--- config.mk ---
export PLATFORM = sky130hd
export DESIGN_NAME = mem_responder
export DESIGN_NICKNAME = d
export VERILOG_FILES = /design/src/rtl/mem_resp_pkg.sv /design/src/rtl/mem_resp_array.sv /design/src/rtl/mem_responder.sv
export SDC_FILE = /design/constraint.sdc
export NUM_CORES = 2
export LEC_CHECK = 0
export BUFFER_PORTS_ARGS = -buffer_cell sky130_fd_sc_hd__buf_4
export CAP_MARGIN = 20
export CORE_UTILIZATION = 45
export DETAILED_ROUTE_END_ITERATION = 12
export PLACE_DENSITY = 0.6
export SYNTH_ARGS = -nofsm -noshare
export SYNTH_HDL_FRONTEND = slang
export SYNTH_HIERARCHICAL = 1
export SYNTH_SLANG_ARGS = --single-unit
export TNS_END_PERCENT = 1
--- constraint.sdc ---
create_clock -name Clk -period 11.3 [get_ports Clk]
set_clock_uncertainty 0.1 [all_clocks]
set_input_delay 2.26 -clock Clk [delete_from_list [all_inputs] [get_ports Clk]]
set_output_delay 2.26 -clock Clk [all_outputs]
set_load 0.02 [all_outputs]
--- src/rtl/mem_resp_pkg.sv ---
// Shared types and constants for the LC-3 external memory responder.
// Holds the FSM state encoding, the access type and the byte-lane helper.
package mem_resp_pkg;

    typedef enum logic [1:0] {
        IDLE  = 2'd0,
        WAITS = 2'd1,
        DONE  = 2'd2
    } state_t;

    typedef enum logic {
        ACC_READ  = 1'b0,
        ACC_WRITE = 1'b1
    } acc_t;

    localparam logic [15:0] READ_ZERO = 16'h0000;

    // Strobes are active-low; a low UB/LB enables the matching byte lane.
    function automatic logic [15:0] lane_mask(input logic ub, input logic lb);
        return {{8{~ub}}, {8{~lb}}};
    endfunction

endpackage

--- src/rtl/mem_resp_array.sv ---
// Word-addressed storage split into two independent byte lanes.
// Each lane is its own inferred RAM with a registered read port.
module mem_resp_array
    import mem_resp_pkg::*;
#(
    parameter int DEPTH = 256,
    parameter int AW    = $clog2(DEPTH)
) (
    input  logic          clk,
    input  logic [AW-1:0] addr,
    input  logic [15:0]   wdata,
    input  logic [1:0]    we,
    output logic [15:0]   rdata
);

    genvar gi;
    generate
        for (gi = 0; gi < 2; gi++) begin : g_lane
            logic [7:0] lane_mem [0:DEPTH-1];
            logic [7:0] lane_rd_reg;

            // Contents are intentionally never reset.
            always_ff @(posedge clk) begin
                if (we[gi]) begin
                    lane_mem[addr] <= wdata[gi*8 +: 8];
                end
                lane_rd_reg <= lane_mem[addr];
            end

            assign rdata[gi*8 +: 8] = lane_rd_reg;
        end
    endgenerate

endmodule

--- src/rtl/mem_responder.sv ---
// Memory responder for the LC-3 external bus: wait-state FSM, request latches
// and registered Ready/Data_out/Data_oe/Err handshake outputs.
module mem_responder
    import mem_resp_pkg::*;
#(
    parameter int DEPTH = 256,
    parameter int WAIT  = 2
) (
    input  logic        Clk,
    input  logic        Reset,
    input  logic [15:0] ADDR,
    input  logic        CE,
    input  logic        OE,
    input  logic        WE,
    input  logic        UB,
    input  logic        LB,
    input  logic [15:0] Data_in,
    output logic [15:0] Data_out,
    output logic        Data_oe,
    output logic        Ready,
    output logic        Err
);

    localparam int AW = $clog2(DEPTH);
    localparam logic [3:0] WAIT_CNT = 4'(WAIT);

    state_t      state_reg;
    logic [3:0]  cnt_reg;
    logic [15:0] addr_reg;
    logic [15:0] data_reg;
    logic        ub_reg;
    logic        lb_reg;
    acc_t        acc_reg;
    logic        ready_reg;
    logic        oe_reg;
    logic        err_reg;
    logic [15:0] dout_reg;

    logic        req;
    logic [15:0] cur_addr;
    logic [15:0] cur_data;
    logic        cur_ub;
    logic        cur_lb;
    acc_t        cur_acc;
    logic        cur_hi_nz;
    logic        going_done;
    logic [1:0]  arr_we;
    logic [15:0] arr_rdata;

    assign req = !CE && (!WE || !OE);

    // With WAIT=0 the access completes on the sampling edge, before the
    // latches hold anything, so IDLE forwards the live bus instead.
    always_comb begin
        cur_addr = addr_reg;
        cur_data = data_reg;
        cur_ub   = ub_reg;
        cur_lb   = lb_reg;
        cur_acc  = acc_reg;
        if (state_reg == IDLE) begin
            cur_addr = ADDR;
            cur_data = Data_in;
            cur_ub   = UB;
            cur_lb   = LB;
            cur_acc  = !WE ? ACC_WRITE : ACC_READ;
        end
    end

    generate
        if (AW < 16) begin : g_range
            assign cur_hi_nz = |cur_addr[15:AW];
        end else begin : g_full
            assign cur_hi_nz = 1'b0;
        end
    endgenerate

    always_comb begin
        going_done = 1'b0;
        if (req) begin
            if (state_reg == IDLE && WAIT_CNT == 4'd0) begin
                going_done = 1'b1;
            end else if (state_reg == WAITS && cnt_reg == 4'd1) begin
                going_done = 1'b1;
            end
        end
    end

    assign arr_we = (going_done && cur_acc == ACC_WRITE && !cur_hi_nz)
                    ? {~cur_ub, ~cur_lb} : 2'b00;

    mem_resp_array #(
        .DEPTH (DEPTH),
        .AW    (AW)
    ) u_array (
        .clk   (Clk),
        .addr  (cur_addr[AW-1:0]),
        .wdata (cur_data),
        .we    (arr_we),
        .rdata (arr_rdata)
    );

    always_ff @(posedge Clk) begin
        if (!Reset) begin
            state_reg <= IDLE;
            cnt_reg   <= 4'd0;
            addr_reg  <= 16'h0000;
            data_reg  <= 16'h0000;
            ub_reg    <= 1'b1;
            lb_reg    <= 1'b1;
            acc_reg   <= ACC_READ;
            ready_reg <= 1'b0;
            oe_reg    <= 1'b0;
            err_reg   <= 1'b0;
            dout_reg  <= READ_ZERO;
        end else begin
            case (state_reg)
                IDLE: begin
                    ready_reg <= 1'b0;
                    oe_reg    <= 1'b0;
                    err_reg   <= 1'b0;
                    if (req) begin
                        addr_reg  <= ADDR;
                        data_reg  <= Data_in;
                        ub_reg    <= UB;
                        lb_reg    <= LB;
                        acc_reg   <= cur_acc;
                        cnt_reg   <= WAIT_CNT;
                        state_reg <= (WAIT_CNT == 4'd0) ? DONE : WAITS;
                    end
                end
                WAITS: begin
                    if (!req) begin
                        cnt_reg   <= 4'd0;
                        state_reg <= IDLE;
                    end else if (cnt_reg == 4'd1) begin
                        cnt_reg   <= 4'd0;
                        state_reg <= DONE;
                    end else begin
                        cnt_reg <= cnt_reg - 4'd1;
                    end
                end
                DONE: begin
                    if (!req) begin
                        ready_reg <= 1'b0;
                        oe_reg    <= 1'b0;
                        err_reg   <= 1'b0;
                        state_reg <= IDLE;
                    end else if (!ready_reg) begin
                        // First DONE cycle: the RAM read launched on entry is now valid.
                        ready_reg <= 1'b1;
                        err_reg   <= cur_hi_nz;
                        oe_reg    <= (acc_reg == ACC_READ);
                        if (acc_reg == ACC_READ) begin
                            dout_reg <= cur_hi_nz ? READ_ZERO
                                                  : (arr_rdata & lane_mask(ub_reg, lb_reg));
                        end
                    end
                end
                default: begin
                    state_reg <= IDLE;
                end
            endcase
        end
    end

    assign Data_out = dout_reg;
    assign Data_oe  = oe_reg;
    assign Ready    = ready_reg;
    assign Err      = err_reg;

endmodule
# After elaboration in Yosys (flattened, before gate mapping)
# Memory sizes are Yosys's and may differ from the RTL's. A register that Yosys moved wholly into a read port is not among the register bits.
# Index checks and enable logic that the tools add are counted.
dict set report classes {
  bitwise 7
  n_reduce_logical 18
  add_sub_neg 1
  n_mux 31
  eq_ne 7
}
# operator n
set ops {}
lappend ops {{$mux 16} 3}
lappend ops {{$and 16x16->16} 1}
lappend ops {{$mux 1} 15}
lappend ops {{$mux 4} 3}
lappend ops {{$mux 2} 5}
lappend ops {{$pmux 4 s2} 1}
lappend ops {{$reduce_or 8->1} 1}
lappend ops {{$not 1->1} 6}
lappend ops {{$pmux 1 s2} 3}
lappend ops {{$pmux 2 s3} 1}
lappend ops {{$reduce_and 2->1} 3}
lappend ops {{$eq 4x1->1 const B} 1}
lappend ops {{$logic_and 1x1->1} 4}
lappend ops {{$logic_not 1->1} 4}
lappend ops {{$ne 2x2->1 const B} 2}
lappend ops {{$reduce_and 4->1} 1}
lappend ops {{$reduce_bool 2->1} 2}
lappend ops {{$sub 4x1->4 const B} 1}
lappend ops {{$ne 3x2->1 const B} 1}
lappend ops {{$ne 3x3->1 const B} 1}
lappend ops {{$reduce_and 3->1} 1}
lappend ops {{$eq 2x1->1 const B} 1}
lappend ops {{$eq 2x2->1 const B} 1}
lappend ops {{$logic_not 2->1} 1}
lappend ops {{$logic_or 1x1->1} 1}
dict set report totals {
  input_bits 39
  memories 2
  output_inout_bits 19
  wordCells 77
  reg_bits 60
  mem_bits_rw 4096
}
# memory depth word_bits rd rd_clocked_by_memory_dff write_ports line_no
set mem_list {}
lappend mem_list {{u_array.g_lane[0].lane_mem} 256 8 1 1 1 mem_resp_array.sv:19} ;# logic [7:0] lane_mem [0:DEPTH-1];
lappend mem_list {{u_array.g_lane[1].lane_mem} 256 8 1 1 1 mem_resp_array.sv:19}

# Depth between registers and ports, before layout
dict set report logic_depth {
  depth_word 9
  depth_mapped 14
  ltp_nobuf 8
}

# Modules after synthesis
# Netlist, hierarchy kept.
# mod area_each_um2 cells_per_inst seq_area_each_um2 n_inst
set by_module_without_submodules {}
lappend by_module_without_submodules {mem_resp_array 156528.9 7032 123318.3 1}
lappend by_module_without_submodules {mem_responder 2793.9 312 1201.2 1}

# Least setup slack after synthesis
# No wires, ideal clock.
dict set report synth_path {
  path_kind {in2reg}
  startpoint {in ADDR[12]}
  endpoint {mem u_array.g_lane[1].lane_mem[128][0], enable pin}
  setup_ns 0.370
  t_arrival_ns 4.674
  t_required_ns 10.830
  path_buffers 2
  cell_stages 9
  slack_ns 6.156
  path_cell_list {nor4_1 nand3_1 a2111o_1 a211oi_1 clkbuf_1 nor3b_1 nand2_1 clkbuf_1 nor2_1}
}
dict set report synth_between {
  elab_chain_len 7
}
# item line_no
set synth_rtl {}
lappend synth_rtl {{start: declaration} mem_responder.sv:11} ;# input logic [15:0] ADDR,
lappend synth_rtl {{$mux 16} mem_responder.sv:60} ;# if (state_reg == IDLE) begin
lappend synth_rtl {{$reduce_or 8->1} mem_responder.sv:71} ;# assign cur_hi_nz = |cur_addr[15:AW];
lappend synth_rtl {{$logic_not 1->1} mem_responder.sv:88} ;# assign arr_we = (going_done && cur_acc == ACC_WRITE && !cur_hi_nz)
lappend synth_rtl {{$logic_and 1x1->1} mem_responder.sv:88}
lappend synth_rtl {{$mux 2} mem_responder.sv:89} ;# ? {~cur_ub, ~cur_lb} : 2'b00;
lappend synth_rtl {{via arr_we[1]} mem_responder.sv:47} ;# logic [1:0] arr_we;
lappend synth_rtl {{$mux 1} mem_resp_array.sv:24} ;# if (we[gi]) begin
lappend synth_rtl {{$mux 1 (not written as such)} mem_resp_array.sv:25} ;# lane_mem[addr] <= wdata[gi*8 +: 8];
lappend synth_rtl {{end: declaration} mem_resp_array.sv:19}
# The timed path passes the listed nets, and every way through them passes these cells.

# Worst setup path after layout
dict set report layout_path {
  startpoint {in ADDR[0]}
  endpoint {reg u_array.g_lane[0].lane_rd_reg[5] (read register of u_array.g_lane[0].lane_mem)}
}
dict set report layout_between {
  elab_chain_len 1
}
# item line_no
set layout_rtl {}
lappend layout_rtl {{$mux 16} mem_responder.sv:60}
lappend layout_rtl {{via cur_addr[0]} mem_responder.sv:40} ;# logic [15:0] cur_addr;
lappend layout_rtl {{end: declaration} mem_resp_array.sv:20} ;# logic [7:0] lane_rd_reg;
# The timed path passes the listed nets, and every way through them passes these cells.
# A chain may end at the register's enable or synchronous reset.

==> impl_results.md <==
* Placement Setup Slack at 3962 ps
* R2R depth at 9
* Row count at 218
* Levels on crit path at 9
* Register share of total power at 52.4%
* CTS Buf Count at around 400
* Num ports at 58
* Worst path buffer plus inverter count at 3
* DRT antenna net count at 0
* Setup Total Neg Slack at 0 ps
* Startpoint Class: input port
* Int Pwr at 25.66 mW
* Core area at 352400 µm²
* Synthesized Nets at 7385
* CP max-delay cell: o41ai_1
* Average wire per standard cell at between 30 and 40 µm
* CTS tree: built
* Residual DRC at 0
* Minimum clock period after layout at about 6300 ps
* Layout Nets at 7515
* CTS root buf: clkbuf_16
* Final hold violation count at 0
* Req. time, crit path at about 12000 ps
* Fmax at approximately 160 MHz
* Ratio of cells with drive above 1 in the final layout at 24.55%
* WL final at 399900 µm
* Post-CTS Hold Buffers at 0
* Sink Count at 4172
* Crit path kind: in -> reg
* Hold Path Depth at 2
* Total power density per cell area at 183.5 nW/µm²
* Port buffer count at 57
* Grt ovf at 0
* Post-CTS setup buffers at 0
* DIE AREA at approximately 360000 µm²
* CP most frequent cell: buf_4
* Non-Filler Instances at 12551
* Net Sw Frac at 21.80%
* Via count at 77553
* Worst setup margin at 5038 ps
* Combinational Power Share at 6.4%
* Max-Cap Viols at 0
* Synth Instances at approximately 7300
* 1st-pass router iterations at 7
* Filler cells at 27560
* Clock-pin slew on the worst setup and hold paths at 60 ps
* Vias in the first global route at ~78000
* Largest cells by area after synthesis: edfxtp_1 77%, mux4_2 14%, a22oi_1 2.4%
* Die width at 597.0 µm
* Worst path max stage delay at around 1100 ps
* Commonest non-fill, non-tap cell in the layout: edfxtp_1
* Synth Register Bits at 4172
* Initial core utilization at 45.21%
* H-tree depth at 5
* First-pass GRT wire length at between 500000 and 600000 µm
* Crit end category: flop
* Routability Congestion at 0.8000
* Warnings, synthesis at 6
* Initial antenna violation count at 18
* Die height at 597.0 µm
* Leak Pwr at around 54 nW
* Peak VDD IR at 0.1269 mV
* WP data arrival at 6890 ps
* Period Utilization, post-route at between 50% and 60%
* Top reg by flops: u_array/g_lane.lane_mem
* Cell variety after synth at 42
* Top Family by Delay on Critical Path: compound AO/OA/AOI/OAI gates
* Slew @ Worst Pin at 1322 ps
* Clock power frac at between 40% and 50%
* Hold Crit Class: reg -> reg
* Share of the synthesized area in the top cell type at 77.20%
* Slew headroom at 10.73%
* Register area share after synthesis at 78.16%
* Tot GR Track Use at 22.33%
* Syn Std Cell Area at about 160000 µm²
* Via-per-instance ratio at 6.179
* HPWL after detailed placement at 225000 µm
* Initial DRC Count at around 9600
* Max Root-Sink Buffers at 4
* Crit-path cells: buf_4 -> mux2_8 -> buf_12 -> buf_4 -> mux4_2 -> a22oi_1 -> a21oi_1 -> o41ai_1 -> nand4_1
* Worst Path Max Fanout at 83
* Pins Over Slew Limit at 0
* Leading area contributor after synthesis: edfxtp_1
* Clock Latency Late Sink at 930 ps
* Post-CTS Resized at 0
* Final setup fails at 0
* Sw Pwr at 7.153 mW
* Max reg flops at 4096
* Cells after DPL at 11787
* Status: complete, no violations
* RSZ-0062 raised after global routing: no
* Final hold slack at 367.9 ps
* Synthesized area per cell at between 20 and 25 µm²
* Layout area overhead at 12.23%
* Largest net degree at the start of global routing at 162
* Most frequent cells in the layout: 4096 x edfxtp_1, 1024 x mux4_2, 515 x nor2_1, 513 x a22oi_1, 413 x clkbuf_16
-- metal layers --
layer,GRT usage [%],wire length [µm]
met4,5.228,8468
met5,0,76
met2,34.79,190100
met1,33.16,168100
met3,3.763,33170
-- synthesized netlist by cell type --
| cell type | number |
|---|---|
| mux4_2 | 1024 |
| inv_1 | 4 |
| a21boi_0 | 34 |
| o21ai_0 | 6 |
| nand2_1 | 108 |
| or3b_1 | 1 |
| a21oi_2 | 1 |
| or2_2 | 2 |
| nor3_1 | 3 |
| o2bb2a_1 | 1 |
| a31oi_1 | 1 |
| a22oi_1 | 513 |
| nor4_1 | 4 |
| a21oi_1 | 259 |
| buf_6 | 29 |
| nand2b_1 | 5 |
| o211a_1 | 1 |
| edfxtp_1 | 4096 |
| clkbuf_1 | 312 |
| nor3b_1 | 2 |
| a2111o_1 | 1 |
| a211oi_4 | 1 |
| nand3b_1 | 1 |
| nand3_1 | 27 |
| nand2_2 | 1 |
| ha_1 | 2 |
| buf_4 | 17 |
| nor2_4 | 1 |
| dfxtp_1 | 76 |
| and2_1 | 7 |
| nor2b_1 | 10 |
| nor2_1 | 517 |
| and3b_1 | 2 |
| a32o_1 | 16 |
| nand4_1 | 17 |
| buf_2 | 83 |
| xor2_1 | 1 |
| mux2_2 | 24 |
| buf_1 | 49 |
| a211oi_1 | 2 |
| o41ai_1 | 64 |
| and3_1 | 19 |
-- power by group through the flow --
stage	Combinational, mW	Clock (mW)	Sequential (mW)
2_1_floorplan	1.27	0	17.5
3_3_place_gp	2.05	0	17.5
3_5_place_dp	2.09	0	17.5
4_1_cts	2.09	13.7	17.2
5_1_grt	2.20	14.3	17.2
6_report	2.08	13.5	17.2
-- through the flow --
stage | util, % | power [mW] | area, µm²
floorplan | - | 18.77 | 159300
global placement | 46.90 | 19.58 | 165300
detailed placement | 46.94 | 19.62 | 165400
CTS | 50.68 | 33.03 | 178600
global route | 50.73 | 33.68 | 178800
finish | 50.74 | 32.81 | 178800
-- worst paths after layout --
kind	from	endpoint	slack, ps
max reg2reg	state_reg[0]	u_array/g_lane[0].lane_rd_reg[5]	5410
min	addr_reg[3]	addr_reg[3]	370
min reg2reg	addr_reg[3]	addr_reg[3]	370
max	ADDR[0]	u_array/g_lane[0].lane_rd_reg[5]	5040
-- worst reg2reg max path, delay by kind of cell, from the launching register on --
family / cells / cell delay (ps)
AOI/OAI and AO/OA: 3 / 1560
buffers and inverters: 2 / 1500
DFF: 1 / 460
muxes: 2 / 1380
and+or+nand+nor: 2 / 720
-- area by class of cell --
class                   instances  area [µm²]  area share (%)
multi-input cells            2678       33200           18.57
inverters                       4       15.01        0.008397
clock buffers                 483       10640           5.949
repair buffers                214        1932           1.080
clock inverters               258        2554           1.428
well taps                    4730        5918           3.310
flip-flops and latches       4172      124500           69.64
diodes                         12       30.03         0.01679
-- kinds of logic (layout without fill, tap and decap cells) --
| family | after synthesis | count (layout) | synth area share (%) |
|---|---|---|---|
| other | 0 | 12 | 0 |
| xor gates and xnor gates | 1 | 1 | 0.005498 |
| buffers and inverters | 494 | 959 | 1.406 |
| AOI/OAI and AO/OA | 900 | 900 | 3.913 |
| DFF | 4172 | 4172 | 78.16 |
| muxes | 1048 | 1048 | 14.64 |
| adders and majority gates | 2 | 2 | 0.01570 |
| and+or+nand+nor | 727 | 727 | 1.860 |
Note: power is estimated with default switching activity, not from simulation.
